### src/rtl/pa_f_spsram_256x4_ctrl_pkg.sv
// Shared definitions for the 256x4 single-port SRAM controller:
// controller states, default geometry and the idle levels of the macro pins.
package pa_f_spsram_256x4_ctrl_pkg;

    localparam int DEF_ADDR_WIDTH = 8;
    localparam int DEF_DATA_WIDTH = 4;

    // INIT only exists when the clear sweep is built in.
    typedef enum logic {
        ST_INIT = 1'b0,
        ST_RUN  = 1'b1
    } state_t;

    // Idle levels of the active-low macro controls.
    localparam logic CEN_OFF     = 1'b1;
    localparam logic GWEN_OFF    = 1'b1;
    localparam logic WEN_OFF_BIT = 1'b1;

endpackage

### src/rtl/pa_f_spsram_rsp_buf.sv
// Read response path: tracks the single outstanding read, bypasses Q
// straight to the response port and parks it in a one-entry hold register
// when the consumer stalls.
module pa_f_spsram_rsp_buf
    import pa_f_spsram_256x4_ctrl_pkg::*;
#(
    parameter int DATA_WIDTH = DEF_DATA_WIDTH
) (
    input  logic                  CLK,
    input  logic                  RST,
    input  logic                  rd_fire,
    input  logic                  rsp_rdy,
    input  logic [DATA_WIDTH-1:0] Q,
    output logic                  rd_pend,
    output logic                  hold_vld,
    output logic                  rsp_vld,
    output logic [DATA_WIDTH-1:0] rsp_rdata
);

    logic [DATA_WIDTH-1:0] hold_q;

    // Control flags: a read is pending the cycle after it fires; a stalled
    // bypass response moves into the hold register until accepted.
    always_ff @(posedge CLK) begin
        // NOTE: non-blocking assignments so every flop samples pre-edge values.
        // NOTE: RST is sampled on CLK only; it never acts between edges.
        if (RST) begin
            rd_pend  <= 1'b0;
            hold_vld <= 1'b0;
        end else begin
            rd_pend <= rd_fire;
            if (rd_pend && !rsp_rdy) begin
                hold_vld <= 1'b1;
            end else if (rsp_rdy) begin
                hold_vld <= 1'b0;
            end
        end
    end

    // Hold data capture from Q when the bypass response is not accepted.
    always_ff @(posedge CLK) begin
        // NOTE: data register left unreset; it is only visible while hold_vld is set.
        if (rd_pend && !rsp_rdy) begin
            hold_q <= Q;
        end
    end

    // Response mux: hold register first, else live Q the cycle after the read.
    always_comb begin
        // NOTE: defaults first so no path leaves an output unassigned (no latch).
        rsp_vld   = 1'b0;
        rsp_rdata = '0;
        if (!RST) begin
            if (hold_vld) begin
                rsp_vld   = 1'b1;
                rsp_rdata = hold_q;
            end else if (rd_pend) begin
                rsp_vld   = 1'b1;
                rsp_rdata = Q;
            end
        end
    end

endmodule

### src/rtl/pa_f_spsram_256x4_ctrl.sv
// Initiator-side controller for the 256x4 single-port SRAM macro.
// Requests on a valid/ready port drive the macro pins combinationally;
// read data returns through pa_f_spsram_rsp_buf.
// Build option PA_F_SPSRAM_INIT_EN: after reset, sweep zeros into every
// entry before accepting requests (init_done rises when the sweep ends).
module pa_f_spsram_256x4_ctrl
    import pa_f_spsram_256x4_ctrl_pkg::*;
#(
    parameter int ADDR_WIDTH = DEF_ADDR_WIDTH,
    parameter int DATA_WIDTH = DEF_DATA_WIDTH
) (
    input  logic                  CLK,
    input  logic                  RST,
    input  logic                  req_vld,
    output logic                  req_rdy,
    input  logic                  req_wr,
    input  logic [ADDR_WIDTH-1:0] req_addr,
    input  logic [DATA_WIDTH-1:0] req_wdata,
    input  logic [DATA_WIDTH-1:0] req_wmask,
    output logic                  rsp_vld,
    input  logic                  rsp_rdy,
    output logic [DATA_WIDTH-1:0] rsp_rdata,
    output logic                  init_done,
    output logic [ADDR_WIDTH-1:0] A,
    output logic                  CEN,
    output logic                  GWEN,
    output logic [DATA_WIDTH-1:0] WEN,
    output logic [DATA_WIDTH-1:0] D,
    input  logic [DATA_WIDTH-1:0] Q
);

    localparam logic [DATA_WIDTH-1:0] WEN_IDLE = {DATA_WIDTH{WEN_OFF_BIT}};

    state_t state;
    logic   rd_pend;
    logic   hold_vld;
    logic   rd_fire;

`ifdef PA_F_SPSRAM_INIT_EN
    state_t                state_nxt;
    logic [ADDR_WIDTH-1:0] sweep_cnt;

    // State register: reset always restarts the clear sweep.
    always_ff @(posedge CLK) begin
        if (RST) begin
            state <= ST_INIT;
        end else begin
            state <= state_nxt;
        end
    end

    // Sweep address counter, advancing once per INIT cycle.
    always_ff @(posedge CLK) begin
        if (RST) begin
            sweep_cnt <= '0;
        end else if (state == ST_INIT) begin
            sweep_cnt <= sweep_cnt + ADDR_WIDTH'(1);
        end
    end

    // Next state: leave INIT once the last address has been written.
    always_comb begin
        state_nxt = state;
        if (state == ST_INIT && sweep_cnt == {ADDR_WIDTH{1'b1}}) begin
            state_nxt = ST_RUN;
        end
    end
`else
    // Without the sweep the controller is ready as soon as reset drops.
    assign state = ST_RUN;
`endif

    // Output decode: sweep writes in INIT, request-driven pins in RUN.
    always_comb begin
        req_rdy   = 1'b0;
        init_done = 1'b0;
        CEN       = CEN_OFF;
        GWEN      = GWEN_OFF;
        WEN       = WEN_IDLE;
        A         = req_addr;
        D         = req_wdata;
        if (RST) begin
            A = '0;
            D = '0;
        end else begin
            case (state)
`ifdef PA_F_SPSRAM_INIT_EN
                ST_INIT: begin
                    CEN  = 1'b0;
                    GWEN = 1'b0;
                    WEN  = '0;
                    D    = '0;
                    A    = sweep_cnt;
                end
`endif
                ST_RUN: begin
                    init_done = 1'b1;
                    // A stalled response blocks new requests so only one
                    // read is ever in flight.
                    req_rdy   = !hold_vld && !(rd_pend && !rsp_rdy);
                    if (req_vld && req_rdy) begin
                        CEN = 1'b0;
                        if (req_wr) begin
                            GWEN = 1'b0;
                            WEN  = ~req_wmask;
                        end
                    end
                end
                default: ;
            endcase
        end
    end

    assign rd_fire = req_vld && req_rdy && !req_wr;

    pa_f_spsram_rsp_buf #(
        .DATA_WIDTH (DATA_WIDTH)
    ) u_rsp_buf (
        .CLK       (CLK),
        .RST       (RST),
        .rd_fire   (rd_fire),
        .rsp_rdy   (rsp_rdy),
        .Q         (Q),
        .rd_pend   (rd_pend),
        .hold_vld  (hold_vld),
        .rsp_vld   (rsp_vld),
        .rsp_rdata (rsp_rdata)
    );

endmodule
### config.mk
export PLATFORM = sky130hd
export DESIGN_NAME = pa_f_spsram_256x4_ctrl
export DESIGN_NICKNAME = d
export VERILOG_FILES = /design/src/rtl/pa_f_spsram_256x4_ctrl_pkg.sv /design/src/rtl/pa_f_spsram_rsp_buf.sv /design/src/rtl/pa_f_spsram_256x4_ctrl.sv
export SDC_FILE = /design/constraint.sdc
export NUM_CORES = 1
export LEC_CHECK = 0
export BUFFER_PORTS_ARGS = -buffer_cell sky130_fd_sc_hd__buf_2
export CAP_MARGIN = 0
export CORE_MARGIN = 4
export CORE_UTILIZATION = 30
export DETAILED_ROUTE_END_ITERATION = 10
export PLACE_DENSITY = 0.74
export RECOVER_POWER = 50
export SETUP_SLACK_MARGIN = 0.3
export SYNTH_ARGS = -nofsm -noshare
export SYNTH_HDL_FRONTEND = slang
export SYNTH_SLANG_ARGS = --single-unit
### constraint.sdc
create_clock -name CLK -period 1.3 [get_ports CLK]
set_clock_uncertainty 0.05 [all_clocks]
set_input_delay 0.195 -clock CLK [delete_from_list [all_inputs] [get_ports CLK]]
set_output_delay 0.195 -clock CLK [all_outputs]
set_load 0.02 [all_outputs]
; ---- After elaboration in Yosys (flattened, before gate mapping)
; Cells that the tools add are included.
[op_classes]
muxes = 20
reduce_logical = 10
n_bitwise = 1
[ops]
columns = cell, count
row1 = 4-bit two-way mux, 7
row2 = 1-bit two-way mux, 12
row3 = 8-bit two-way mux, 1
row4 = 1-bit logical AND, 5
row5 = 1-bit logical NOT, 4
row6 = 4-bit inverter, 1
row7 = 2-bit nonzero test, 1
[totals]
inputBits = 25
out_inout_bits = 25
register_bits = 6

; ---- Longest topological paths before layout
; Gate-level depths: netlist of the first run.
[depth]
ltp_word = 7
ltp_mapped = 4
mapped_depth_nobuf = 3

; ---- Hierarchy
; A second synthesis of the first run with hierarchy kept.
[hier_totals]
hier_cells = 50
hier_area_um2 = 426.7
[by_module_without_submodules]
columns = module, instances, seq_area_each_um2, cells_each, area_each_um2
row1 = pa_f_spsram_rsp_buf, 1, 160.2, 23, 250.2
row2 = pa_f_spsram_256x4_ctrl, 1, 0.0, 27, 176.4

; ---- Worst setup path after synthesis of the first run
; No wires, ideal clock.
[synth_path]
path_type = register to output
startpoint = register u_rsp_buf.rd_pend
endpoint = output req_rdy
n_path_buf = 1
arrival_time_ps = 1074
setup_slack_ps = -19
stages_incl_launch_ff = 5
required_time_ps = 1055
cell_sequence = dfxtp_1 > nand2b_1 > buf_6 > inv_1 > nor3_1
[synth_via]
elab_chain_cells = 4
[synth_rtl]
columns = item, line_no
row1 = from (decl), pa_f_spsram_rsp_buf.sv:14  ; output logic rd_pend,
row2 = from (signal assigned), pa_f_spsram_rsp_buf.sv:31  ; rd_pend <= rd_fire;
row3 = 1-bit logical AND, pa_f_spsram_256x4_ctrl.sv:100  ; req_rdy = !hold_vld && !(rd_pend && !rsp_rdy);
row4 = 1-bit logical NOT, pa_f_spsram_256x4_ctrl.sv:100
row5 = 1-bit logical AND, pa_f_spsram_256x4_ctrl.sv:100
row6 = 1-bit two-way mux, pa_f_spsram_256x4_ctrl.sv:82  ; if (RST) begin
row7 = to (decl), pa_f_spsram_256x4_ctrl.sv:15  ; output logic req_rdy,
; Every way passes these cells.

; ---- Worst setup path in the final report of the first run
[layout_path]
startpoint = register u_rsp_buf.hold_vld
endpoint = output rsp_rdata[2]
[layout_via]
elab_chain_cells = 2
[layout_rtl]
columns = item, line_no
row1 = from (decl), pa_f_spsram_rsp_buf.sv:15  ; output logic hold_vld,
row2 = from (signal assigned), pa_f_spsram_rsp_buf.sv:29  ; hold_vld <= 1'b0;
row3 = from (signal assigned), pa_f_spsram_rsp_buf.sv:33  ; hold_vld <= 1'b1;
row4 = from (signal assigned), pa_f_spsram_rsp_buf.sv:35  ; hold_vld <= 1'b0;
row5 = 4-bit two-way mux, pa_f_spsram_rsp_buf.sv:54  ; if (hold_vld) begin
row6 = 4-bit two-way mux, pa_f_spsram_rsp_buf.sv:53  ; if (!RST) begin
row7 = to (decl), pa_f_spsram_256x4_ctrl.sv:22  ; output logic [DATA_WIDTH-1:0] rsp_rdata,
; Every way passes these cells.

==> results_dict.tcl, run 1 <==
set metrics [dict create \
    status "finished with violations" \
    violations "negative setup slack" \
    start_util 0.3191 \
    design.core.area_mm2 0.001318 \
    vias 566 \
    drv_cap 0 \
    leakagePower_nw 0.4509 \
    grt-ovfl-total 0 \
    fin_crit_ns 1.359 \
    muxShareOfSynthArea 0 \
    synth_top_area_cell "edfxtp_1" \
    cts_buffers 3 \
    ys_types 18 \
    r2r-start "u_rsp_buf.rd_pend" \
    ys.warnings.count 0 \
    synth_area_leaders "edfxtp_1 29%, nor2b_1 18%, dfxtp_1 9.5%" \
    io_pins 50 \
    synthSimpleGateAreaFrac 0.4911 \
    synthXorXnorAreaFrac 0 \
    dieArea_mm2 0.002064 \
    synth_top_area_share 0.2857 \
    drt_iter0_drc 4 \
    critical_path_class "reg -> out" \
    grt_setup_unrepaired "yes" \
    die_w_um 45.44 \
    ant_nets 0 \
    synth_most_common_cell "nor2b_1" \
    syn_avg_cell_area_um2 8.243 \
    critPathCaptureType "primary output" \
    power_density_mw_per_mm2 646.6 \
    synth_fa_ha_area_frac 0 \
    synth-seq-area-share 0.3810 \
    crit_path_end "rsp_rdata[2]" \
    worstPathMaxFanout 7 \
    ir_worst_vdd_mv 0.4583 \
    synth_compound_area_frac 0.04762 \
    place_congestion 0.7118 \
    drive_gt1_frac 0.6981 \
    numPortBuffers 49 \
    setup_viol 9 \
    clk_pin_slew_ns 0.04 \
    relSlewSlack 0.8225 \
    nFillCells 106 \
    dr.pass1.iters 4 \
    min_period_over_period 1.046 \
    antenna_found_initial 0 \
    synth_area_um2 420.4 \
    async_flop_share 0 \
    nNetsFinal 132 \
    synth-edff-count 4 \
    grtUsageTotal 0.1621 \
    max_clock_freq_mhz 735.7 \
    die_h_um 45.44 \
    final-hold-violation-count 0 \
    dpl.hpwl_um 1226 \
    antenna_cells 0 \
    rows 13 \
    h-tree-depth 1 \
    maxSlewViolCount 0 \
    routed_wl_um 1587 \
    worst-slew-pin-transition_ns 0.2674 \
    area_growth_pct 132.1 \
    clk_root_buffer_cell "clkbuf_4" \
    clk_latency_ns 0.24 \
    vias_per_cell 4.678 \
    grt_max_degree 13 \
    r2r_cells 2 \
    r2r_slack_ns 0.30 \
    whs_ns 0.07373 \
    synth_top_family_by_area "simple AND/OR/NAND/NOR gates" \
    netlist_instances 51 \
    yosys-top-cells-count "12 x nor2b_1, 4 x a21oi_1, 4 x edfxtp_1, 4 x nand2_1, 4 x nand3b_1" \
    cts_sinks 6 \
    cp.required_ns 1.05 \
    startpoint "u_rsp_buf.hold_vld" \
    r2r-end "u_rsp_buf.hold_q[0]" \
    grt_pass1_wl_um 2387 \
    drc 0 \
    clock_path_buffers 2 \
    grt_pass1_vias 575 \
    power_mw 0.6311 \
    syn-num-nets 76 \
    dominantRegCellSynth "edfxtp_1" \
    finalWorstSetupSlack_ns -0.05922 \
    wl_per_cell_um 13.12 \
    synth-seq-cells 6 \
    hp-class "in -> reg" \
    worst_setup_path_start_kind "flop" \
    cts_tree "yes" \
    arrival_ns 1.11 \
]
==> layer usage <==
| metal | share of wire | up-vias | GRT usage |
|---|---|---|---|
| met5 | 0 | - | 0 |
| met4 | 0.014 | 0 | 0.07018 |
| met3 | 0.086 | 2 | 0.06324 |
| met2 | 0.54 | 28 | 0.2897 |
| met1 | 0.36 | 251 | 0.1635 |
| li1 | - | 285 | - |
==> layout make-up <==
class / instances / area [um^2] / share of cell area
Clock buffer: 4 / 26.28 / 0.02692
Inverter: 2 / 7.507 / 0.007692
Multi-Input combinational cell: 39 / 357.8 / 0.3667
Sequential cell: 6 / 167.7 / 0.1718
Tap cell: 15 / 18.77 / 0.01923
Timing Repair Buffer: 55 / 397.9 / 0.4077
==> placed cells by master, fill, tap and decap left out, types with 2 or more instances in the layout <==
cell type and count:
inv_1 2, nand3b_1 4, nand2_2 2, clkbuf_1 6, nor2_2 2, nor2b_4 3, edfxtp_1 4, a21oi_4 4
nand4_1 3, buf_4 8, buf_6 11, nand2_4 2, dfxtp_4 2, nand3_2 3, nor2b_1 9, clkbuf_4 3
buf_2 28, buf_8 2
==> worst max-delay path, cell delays in order (launching register included) <==
cell,delay (ns)
dfxtp_4,0.36
nand3b_1,0.21
a21oi_4,0.18
buf_6,0.13
==> sequential cells by signal, summed over array words and instances, names as in the netlist <==
| signal | flops |
|---|---|
| u_rsp_buf.hold_vld | 1 |
| u_rsp_buf.rd_pend | 1 |
| u_rsp_buf.hold_q | 4 |
==> where the power goes <==
part,switching [mW],internal (mW),leakage (nW)
Sequential,0.00594,0.206,0.0541
Clock,0.0704,0.116,0.0150
Combinational,0.117,0.115,0.382
==> how the worst min path moves through the flow <==
stage	startpoint	endpoint	cells after the start
after floorplan	rsp_rdy	u_rsp_buf.hold_vld	1
after global placement	rsp_rdy	u_rsp_buf.hold_vld	2
after detailed placement	rsp_rdy	u_rsp_buf.hold_vld	2
after CTS	rsp_rdy	u_rsp_buf.hold_vld	2
after global routing	Q[3]	u_rsp_buf.hold_q[3]	1
final	rsp_rdy	u_rsp_buf.hold_vld	2
==> metrics by stage <==
stage / util / cell area [um^2] / TNS (ns) / setup WS (ns) / instances
final: 0.7407 / 975.9 / -0.2614 / -0.05922 / 121
after global routing: 0.7407 / 975.9 / -0.7968 / -0.1013 / 121
after CTS: 0.6933 / 913.4 / -0.3541 / -0.07942 / 120
after detailed placement: 0.5660 / 745.7 / 0 / 0.1085 / 114
after global placement: 0.5660 / 745.7 / 0 / 0.1387 / 114
after floorplan: - / 491.7 / 0 / 0.2047 / 51
==> kinds of logic (layout without fill, tap and decap cells) <==
kind of cell           count (synthesis)  in the layout
AND/OR/NAND/NOR                       35             35
flip-flops                             6              6
AO/OA/AOI/OAI                          4              4
buffers and inverters                  6             61
==> timing repair <==
action	CTS	global route
gates resized for setup	39	12
pin swaps	4	2
hold buffers	0	0
setup buffers	2	0
endpoints found under the setup margin	27	19
gates cloned	0	1
Note: power is estimated with default switching activity, not from simulation.
==> run 2, diff against run 1 <==
==> constraint.sdc (replaced) <==
create_clock -name CLK -period 1.3 [get_ports CLK]
set_clock_uncertainty 0.05 [all_clocks]
set_input_delay 0.39 -clock CLK [delete_from_list [all_inputs] [get_ports CLK]]
set_output_delay 0.39 -clock CLK [all_outputs]
set_load 0.02 [all_outputs]
==> run 2 against run 1 <==
  * The flow still finishes with violations (negative setup slack)
  * Combinational power is 24% higher
  * Core utilization is 8.6 points higher
  * Critical path depth stayed put
  * Cell count is 1.7% higher
  * Largest cell class unchanged
==> results_dict.tcl, run 2 (synthesized netlist as in run 1, its figures left out) <==
set metrics [dict create \
    status "finished with violations" \
    violations "negative setup slack" \
    stdcell_area_mm2 0.001090 \
    clk_pin_slew_ns 0.06 \
    setup_viol 24 \
    min_period_over_period 1.214 \
    cts.hold.buffers_added 0 \
    hold-path-cell-count 1 \
    drive_gt1_frac 0.7685 \
    clock_path_buffers 2 \
    worst_setup_path_start_kind "flop" \
    critical_path_class "reg -> out" \
    routed_wl_um 1728 \
    rows 13 \
    p_int_mw 0.4805 \
    die_h_um 45.44 \
    r2r-end "u_rsp_buf.hold_q[3]" \
    worst-slew-pin-transition_ns 0.1843 \
    dr.pass1.iters 4 \
    grtUsageTotal 0.1813 \
    maxSlewViolCount 0 \
    p_clk_frac 0.293 \
    vias_per_cell 4.797 \
    grt_pass1_vias 597 \
    design.core.area_mm2 0.001318 \
    r2r-start "u_rsp_buf.rd_pend" \
    grt_setup_unrepaired "yes" \
    die_w_um 45.44 \
    finalWorstSetupSlack_ns -0.2779 \
    antenna_found_initial 0 \
    dpl.hpwl_um 1216 \
    r2r_slack_ns 0.30 \
    grt-ovfl-total 0 \
    vias 590 \
    drv_cap 0 \
    reg_top3 "u_rsp_buf.hold_q (4), u_rsp_buf.hold_vld (1), u_rsp_buf.rd_pend (1)" \
    min_to "u_rsp_buf.hold_q[2]" \
    hp-class "in -> reg" \
    max_clock_freq_mhz 633.8 \
    leakagePower_nw 0.4979 \
    nFillCells 86 \
    relSlewSlack 0.8762 \
    critPathCaptureType "primary output" \
    sw_frac_of_total 0.3190 \
    seq_power_share 0.300 \
    numPortBuffers 49 \
    grt_max_degree 12 \
    cts_buffers 3 \
    clk_latency_ns 0.25 \
    start_util 0.3191 \
    clk_root_buffer_cell "clkbuf_4" \
    final_cell_mix "27 x buf_2, 18 x buf_6, 12 x nor2b_4" \
    top_register "u_rsp_buf.hold_q" \
    largest_register_ffs 4 \
    dpl_cell_area_um2 877.1 \
    arrival_ns 1.14 \
    final_common_cell "buf_2" \
    power_density_mw_per_mm2 647.5 \
    cp.required_ns 0.86 \
    final-hold-violation-count 0 \
    startpoint "u_rsp_buf.hold_vld" \
    worstPathMaxFanout 11 \
    ir_worst_vdd_mv 0.4549 \
    drc 0 \
    wl_per_cell_um 14.05 \
    place_congestion 0.6488 \
    ant_nets 0 \
    h-tree-depth 1 \
    dieArea_mm2 0.002064 \
    worstHoldStart "Q[2]" \
    nNetsFinal 134 \
    comb_power_share 0.407 \
    fin_crit_ns 1.578 \
    switching_power_mw 0.2251 \
    io_pins 50 \
    grt_pass1_wl_um 2649 \
    antenna_cells 0 \
    cts_sinks 6 \
    r2r_cells 3 \
    cts_tree "yes" \
    drt_iter0_drc 11 \
    power_mw 0.7057 \
    area_growth_pct 159.2 \
]
## run 2: power by group through the flow
| stage | logic [mW] | registers, mW | clock network, mW |
|---|---|---|---|
| 2_1_floorplan | 0.149 | 0.216 | 0 |
| 3_3_place_gp | 0.223 | 0.218 | 0 |
| 3_5_place_dp | 0.228 | 0.218 | 0 |
| 4_1_cts | 0.281 | 0.212 | 0.201 |
| 5_1_grt | 0.305 | 0.212 | 0.222 |
| 6_report | 0.287 | 0.212 | 0.206 |
## run 2: how the worst max path moves through the flow
stage          slack [ns]           end
2_1_floorplan       -0.05       req_rdy
3_3_place_gp        -0.16     init_done
3_5_place_dp        -0.17     init_done
4_1_cts             -0.27  rsp_rdata[0]
5_1_grt             -0.32  rsp_rdata[1]
6_report            -0.28  rsp_rdata[1]
## run 2: routing by layer
metal | share of wire | global-route usage | vias up
met5 | 0 | 0 | -
met4 | 0 | 0.07018 | 0
met3 | 0.073 | 0.04348 | 0
met2 | 0.56 | 0.3203 | 31
met1 | 0.36 | 0.2063 | 270
li1 | - | - | 289
## run 2: area by class of cell
cell class / count / area [um^2] / area share
multi-input combinational: 39 / 385.4 / 0.3536
tap: 15 / 18.77 / 0.01722
sequential: 6 / 167.7 / 0.1538
clock buffer: 4 / 26.28 / 0.02411
inverter: 2 / 13.76 / 0.01263
timing repair buffer: 57 / 478.0 / 0.4386
## run 2: what timing repair did
action | 4_1_cts | 5_1_grt
hold endpoints to repair | 0 | 0
buffers inserted | 0 | 2
gates cloned | 1 | 0
endpoints found under the setup margin | 29 | 29
pin swaps | 0 | 2
resized for setup | 45 | 4
## run 2: critical path, stage by stage (launching register included)
cell and delay (ns):
dfxtp_4 0.39, nand3b_1 0.22, a21oi_4 0.15, buf_6 0.13
## run 2: metrics by stage
stage,setup WS [ns],std cells,hold slack [ns],setup TNS [ns],util
final,-0.2779,123,0.2766,-2.946,0.8272
after global routing,-0.3215,123,0.2600,-3.855,0.8272
after CTS,-0.2659,121,0.2725,-2.892,0.8072
after detailed placement,-0.1711,116,0.5362,-2.962,0.6657
after global placement,-0.1623,116,0.5319,-2.746,0.6657
after floorplan,-0.05231,51,0.4094,-0.07757,-
